===== config.mk =====
export PLATFORM = sky130hd
export DESIGN_NAME = riscv_muldiv
export DESIGN_NICKNAME = d
export VERILOG_FILES = /design/src/rtl/riscv_muldiv.sv
export SDC_FILE = /design/constraint.sdc
export NUM_CORES = 2
export LEC_CHECK = 0
export ABC_AREA = 1
export BUFFER_PORTS_ARGS = -buffer_cell sky130_fd_sc_hd__buf_4
export CAP_MARGIN = 20
export CORE_MARGIN = 1.5
export CORE_UTILIZATION = 40
export DETAILED_ROUTE_END_ITERATION = 10
export PLACE_DENSITY = 0.62
export SLEW_MARGIN = 20
export SYNTH_ARGS = -nofsm -noshare
export SYNTH_HDL_FRONTEND = slang
export SYNTH_SLANG_ARGS = --single-unit

===== constraint.sdc =====
create_clock -name clk -period 4.09 [get_ports clk]
set_input_delay 0.818 -clock clk [delete_from_list [all_inputs] [get_ports clk]]
set_output_delay 0.818 -clock clk [all_outputs]
set_load 0.03 [all_outputs]

===== src/rtl/riscv_muldiv.sv =====
// RV32M execute unit: pipelined multiplier and radix-2 restoring divider
// sharing a single valid/ready issue port, with hold and flush.
module riscv_muldiv #(
  parameter int XLEN        = 32,
  parameter int MUL_LATENCY = 2
) (
  input  logic            clk,
  input  logic            srst_n,
  input  logic            valid,
  input  logic [31:0]     opcode,
  input  logic [XLEN-1:0] ra,
  input  logic [XLEN-1:0] rb,
  input  logic            hold,
  input  logic            flush,
  output logic            ready,
  output logic            result_valid,
  output logic [XLEN-1:0] result
);

  localparam int NS = MUL_LATENCY - 1;
  localparam int CW = $clog2(XLEN) + 1;

  localparam logic [31:0] INST_MUL_MASK = 32'hFE00707F;
  localparam logic [31:0] INST_MUL      = 32'h02000033;
  localparam logic [31:0] INST_MULH     = 32'h02001033;
  localparam logic [31:0] INST_MULHSU   = 32'h02002033;
  localparam logic [31:0] INST_MULHU    = 32'h02003033;
  localparam logic [31:0] INST_DIV      = 32'h02004033;
  localparam logic [31:0] INST_DIVU     = 32'h02005033;
  localparam logic [31:0] INST_REM      = 32'h02006033;
  localparam logic [31:0] INST_REMU     = 32'h02007033;

  localparam logic [1:0] S_IDLE = 2'd0;
  localparam logic [1:0] S_RUN  = 2'd1;
  localparam logic [1:0] S_FIX  = 2'd2;

  logic [31:0] op_m;
  logic m_mul, m_mulh, m_mulhsu, m_mulhu;
  logic m_div, m_divu, m_rem, m_remu;
  logic is_mul, is_div, d_sgn, d_rem;

  assign op_m     = opcode & INST_MUL_MASK;
  assign m_mul    = op_m == INST_MUL;
  assign m_mulh   = op_m == INST_MULH;
  assign m_mulhsu = op_m == INST_MULHSU;
  assign m_mulhu  = op_m == INST_MULHU;
  assign m_div    = op_m == INST_DIV;
  assign m_divu   = op_m == INST_DIVU;
  assign m_rem    = op_m == INST_REM;
  assign m_remu   = op_m == INST_REMU;
  assign is_mul   = m_mul | m_mulh | m_mulhsu | m_mulhu;
  assign is_div   = m_div | m_divu | m_rem | m_remu;
  assign d_sgn    = m_div | m_rem;
  assign d_rem    = m_rem | m_remu;

  logic [1:0]      state_q;
  logic [NS-1:0]   mv_q;
  logic [XLEN-1:0] md_q [NS];
  logic [XLEN-1:0] quo_q, rem_q, dvs_q, res_q;
  logic [CW-1:0]   cnt_q;
  logic            qneg_q, rneg_q, isrem_q, rv_q;

  logic acc, acc_mul, acc_div;

  assign ready   = (state_q == S_IDLE) & ~(is_div & (|mv_q));
  assign acc     = valid & ready & ~hold & ~flush;
  assign acc_mul = acc & is_mul;
  assign acc_div = acc & is_div;

  // Both operands widened by one bit so one signed multiply covers all forms.
  logic signed [XLEN:0]     ma, mb;
  logic signed [2*XLEN-1:0] prod;
  logic [XLEN-1:0]          mul_res;

  assign ma      = {(m_mulh | m_mulhsu) & ra[XLEN-1], ra};
  assign mb      = {m_mulh & rb[XLEN-1], rb};
  assign prod    = ma * mb;
  assign mul_res = m_mul ? prod[XLEN-1:0] : prod[2*XLEN-1:XLEN];

  logic            a_neg, b_neg, div_zero, div_ovf;
  logic [XLEN-1:0] a_abs, b_abs;

  assign a_neg    = d_sgn & ra[XLEN-1];
  assign b_neg    = d_sgn & rb[XLEN-1];
  assign a_abs    = a_neg ? -ra : ra;
  assign b_abs    = b_neg ? -rb : rb;
  assign div_zero = rb == '0;
  assign div_ovf  = d_sgn & (ra == {1'b1, {(XLEN-1){1'b0}}}) & (rb == '1);

  logic [XLEN:0]   sh, diff;
  logic [XLEN-1:0] quo_d, rem_d, fix_res;

  assign sh      = {rem_q, quo_q[XLEN-1]};
  assign diff    = sh - {1'b0, dvs_q};
  assign quo_d   = {quo_q[XLEN-2:0], ~diff[XLEN]};
  assign rem_d   = diff[XLEN] ? sh[XLEN-1:0] : diff[XLEN-1:0];
  assign fix_res = isrem_q ? (rneg_q ? -rem_q : rem_q)
                           : (qneg_q ? -quo_q : quo_q);

  always_ff @(posedge clk or negedge srst_n) begin
    if (!srst_n) begin
      state_q <= S_IDLE;
      mv_q    <= '0;
      for (int i = 0; i < NS; i++) md_q[i] <= '0;
      quo_q   <= '0;
      rem_q   <= '0;
      dvs_q   <= '0;
      cnt_q   <= '0;
      qneg_q  <= 1'b0;
      rneg_q  <= 1'b0;
      isrem_q <= 1'b0;
      rv_q    <= 1'b0;
      res_q   <= '0;
    end else if (flush) begin
      state_q <= S_IDLE;
      mv_q    <= '0;
      rv_q    <= 1'b0;
    end else if (!hold) begin
      mv_q[0] <= acc_mul;
      md_q[0] <= mul_res;
      for (int i = 1; i < NS; i++) begin
        mv_q[i] <= mv_q[i-1];
        md_q[i] <= md_q[i-1];
      end
      rv_q <= 1'b0;
      if (mv_q[NS-1]) begin
        rv_q  <= 1'b1;
        res_q <= md_q[NS-1];
      end else if (state_q == S_FIX) begin
        rv_q  <= 1'b1;
        res_q <= fix_res;
      end
      unique case (state_q)
        S_IDLE: begin
          if (acc_div) begin
            isrem_q <= d_rem;
            unique case (1'b1)
              div_zero: begin
                quo_q   <= '1;
                rem_q   <= ra;
                qneg_q  <= 1'b0;
                rneg_q  <= 1'b0;
                state_q <= S_FIX;
              end
              div_ovf: begin
                quo_q   <= ra;
                rem_q   <= '0;
                qneg_q  <= 1'b0;
                rneg_q  <= 1'b0;
                state_q <= S_FIX;
              end
              default: begin
                quo_q   <= a_abs;
                rem_q   <= '0;
                dvs_q   <= b_abs;
                qneg_q  <= a_neg ^ b_neg;
                rneg_q  <= a_neg;
                cnt_q   <= CW'(XLEN - 1);
                state_q <= S_RUN;
              end
            endcase
          end
        end
        S_RUN: begin
          quo_q <= quo_d;
          rem_q <= rem_d;
          cnt_q <= cnt_q - CW'(1);
          if (cnt_q == '0) state_q <= S_FIX;
        end
        S_FIX:   state_q <= S_IDLE;
        default: state_q <= S_IDLE;
      endcase
    end
  end

  assign result_valid = rv_q;
  assign result       = res_q;

endmodule

==> impl_metrics.ini <==
[yosys]
synth-seq-area-share = 0.0799
ys_types = 57
postSynth.topFlopCell = sky130_fd_sc_hd__dfrtp_1
yosys_register_bits = 173
synth_nets = 8733
cells_after_synthesis = 7255
mappedNetlistArea_um2 = 54200
yosys_warnings = 0
synth_async_sr_flop_share = 1.00
synth-edff-count = 0
postSynthAreaPerCell_um2 = 7.47

[drt]
routed_wirelength_um = 194000
routed_wire_length_per_instance_um = 20.4
dr.pass1.iters = 6
number_of_antenna_violating_nets_in_the_routed_design = 0
detailroute.via_count = 48863
detail_route.vias_per_cell = 5.11
detail_route.drc_violations = 0
initialDrtViolationCount = 4228

[sta]
final.setup.worst_slack_ns = -3.74
finalMaxSlewViolations = 0
timing.final.hold_violations = 0
hold_slack_ns = 0.339
timing.clock.skew_ns = 0.0172
slew_headroom = 0.308
max_freq_mhz = 128
finalWorstPathRequiredPeriod_ns = 7.83
rsz0062_at_grt = yes
timing.final.setup_violations = 32
timing_worst_slew_pin_value_ns = 1.03
final_min_period_over_clock_period = 1.92

[clock_network]
clkSlewWorstSetupHoldPaths_ns = 0.09
tritoncts_num_sinks = 173
clockBufferDepth = 2
cts_tree = built
clk-insertion-delay-late_ns = 0.49
htreeDepth = 4
clock_tree.root_cell = sky130_fd_sc_hd__clkbuf_16
cts_buffers = 17
post_cts_hold_buffers = 0

[run_status]
violations = negative setup slack
run_status = complete, but fails checks

[floorplanning]
design.core.area_um2 = 134000
fp.dieArea_um2 = 138000
pin_count = 135
rows = 134
die_w_um = 371
die_h_um = 371
initial_core_util = 0.405

[min_path]
timing.hold.worst.class = primary input to async pin

[global_routing]
global_route.overflow_total = 0
grt_start_max_net_pins = 66
number_of_global_route_vias_before_repair = 50559
grt_pass1_wl_um = 306000
grt.total_usage = 0.293
grt_antenna_before_repair = 5

[setup_path]
timing.reg2reg.worst_path_depth = 15
flop2flop_setup_slack_ns = 0.76
critPathBufInv = 15
crit_fanout = 11
critical_path.reg2reg.startpoint = quo_q[31]
worstPathArrival_ns = 8.25
timing_worst_setup_path_type = primary input to register
worst_setup_ep_type = register
worst_path_largest_cell_delay_ns = 0.61
cpMaxStageDelayCell = sky130_fd_sc_hd__fa_2
crit_path_start = opcode[27]
required_ns = 4.51
critical_path.top_delay_family = adder cells
crit_path_start_kind = primary input
regToRegEndpoint = rem_q[16]

[cells_and_area]
final_cell_mix = sky130_fd_sc_hd__inv_1 (1776), sky130_fd_sc_hd__nand2_1 (1689), sky130_fd_sc_hd__fa_1 (1096), sky130_fd_sc_hd__buf_4 (696), sky130_fd_sc_hd__nor2_1 (347)
finalNetCount = 9248
num-fill-cells = 13155
flow.area_growth_from_synthesis_pct = 20.4
layout-drive-gt1-share = 0.183
layout_commonest_cell = sky130_fd_sc_hd__inv_1
instances_no_fill = 9555

[placement]
place.gp.congestion = 1.04
placement.setup.worst_slack_ns = -4.54
place_hpwl_um = 167000
place.port_buffers = 119
placed_cells_incl_taps = 9467

[run]
maxCapViolations = 0
[worst reg2reg max path: cells and delay by family, from the launching register on]
family / cells / cell delay, ns
adder cells (fa/ha/maj): 2 / 0.70
AO/OA/AOI/OAI: 2 / 0.34
buffers and inverters: 1 / 0.14
AND/OR/NAND/NOR: 10 / 1.69
flip-flops: 1 / 0.34
[worst max path at each step]
stage	endpoint	slack, ns	cells past startpoint
finish	md_q[31]	-3.74	39
global route	md_q[31]	-4.03	39
CTS	md_q[23]	-3.74	36
detailed placement	md_q[5]	-4.54	30
global placement	md_q[5]	-4.48	30
floorplan	md_q[31]	-3.87	33
[metal layers]
| layer | vias up | part of all wire | track usage |
|---|---|---|---|
| met5 | - | 0.00076 | 0.00699 |
| met4 | 4 | 0.038 | 0.0919 |
| met3 | 255 | 0.079 | 0.0471 |
| met2 | 1768 | 0.46 | 0.466 |
| met1 | 24536 | 0.42 | 0.407 |
| li1 | 22300 | - | - |
[state kept, by name, indices dropped and copies added, names as in the netlist]
| signal | flops |
|---|---|
| dvs_q | 32 |
| rem_q | 32 |
| result_valid | 1 |
| mv_q | 1 |
| cnt_q | 6 |
| quo_q | 32 |
| qneg_q | 1 |
| rneg_q | 1 |
| isrem_q | 1 |
| result | 32 |
| state_q | 2 |
| md_q | 32 |
[logic make-up (layout without fill, tap and decap cells)]
family	count (synthesis)	in the layout	synth area share
xor gates and xnor gates	76	76	0.0123
adders and majority gates	1377	1377	0.474
AOI/OAI and AO/OA	763	763	0.0753
other	0	4	0
and+or+nand+nor	2629	2629	0.199
buffers and inverters	2237	2765	0.159
DFF	173	173	0.0799
[layout make-up]
cell class | count | area, um^2 | area share
Antenna cell | 4 | 10.0 | 0.000153
Clock buffer | 18 | 439 | 0.00673
Sequential cell | 173 | 4330 | 0.0663
Multi-Input combinational cell | 4845 | 43500 | 0.667
Clock inverter | 14 | 166 | 0.00255
Timing Repair Buffer | 842 | 7410 | 0.114
Tap cell | 1768 | 2210 | 0.0339
Inverter | 1891 | 7170 | 0.110
[cells in the mapped netlist, types with 15 or more instances]
cell | n | area share
sky130_fd_sc_hd__inv_2 | 27 | 0.0019
sky130_fd_sc_hd__xnor2_1 | 24 | 0.0039
sky130_fd_sc_hd__clkbuf_1 | 154 | 0.011
sky130_fd_sc_hd__inv_1 | 1855 | 0.13
sky130_fd_sc_hd__buf_2 | 58 | 0.0054
sky130_fd_sc_hd__nor3_1 | 45 | 0.0042
sky130_fd_sc_hd__nand4_1 | 52 | 0.0060
sky130_fd_sc_hd__nor4_1 | 15 | 0.0017
sky130_fd_sc_hd__buf_1 | 105 | 0.0073
sky130_fd_sc_hd__a21oi_1 | 291 | 0.027
sky130_fd_sc_hd__dfrtp_1 | 173 | 0.080
sky130_fd_sc_hd__nor2_1 | 442 | 0.031
sky130_fd_sc_hd__nand2_1 | 1743 | 0.12
sky130_fd_sc_hd__ha_1 | 251 | 0.058
sky130_fd_sc_hd__o21ai_1 | 65 | 0.0060
sky130_fd_sc_hd__o21ai_0 | 278 | 0.026
sky130_fd_sc_hd__a31oi_1 | 59 | 0.0068
sky130_fd_sc_hd__fa_1 | 1126 | 0.42
sky130_fd_sc_hd__xor2_1 | 52 | 0.0084
sky130_fd_sc_hd__nand2_2 | 23 | 0.0027
sky130_fd_sc_hd__nand3_1 | 238 | 0.022
[through the flow]
step | setup TNS, ns | util | instance area, um^2
after global placement | -134.12 | 0.463 | 62100
after CTS | -111.26 | 0.479 | 64200
after global routing | -120.80 | 0.487 | 65300
final | -113.18 | 0.487 | 65300
after floorplan | -109.34 | - | 55200
after detailed placement | -135.58 | 0.463 | 62100
[what timing repair did]
| action | in CTS | in global routing |
|---|---|---|
| pin swaps | 102 | 143 |
| hold endpoints to repair | 0 | 0 |
| resized for setup | 361 | 238 |
| endpoints found under the setup margin | 32 | 32 |
| setup buffers | 33 | 28 |
| gates cloned | 0 | 0 |
Power is not shown: default switching activity piles up to over one toggle a cycle in this logic, so the estimate is an artifact.
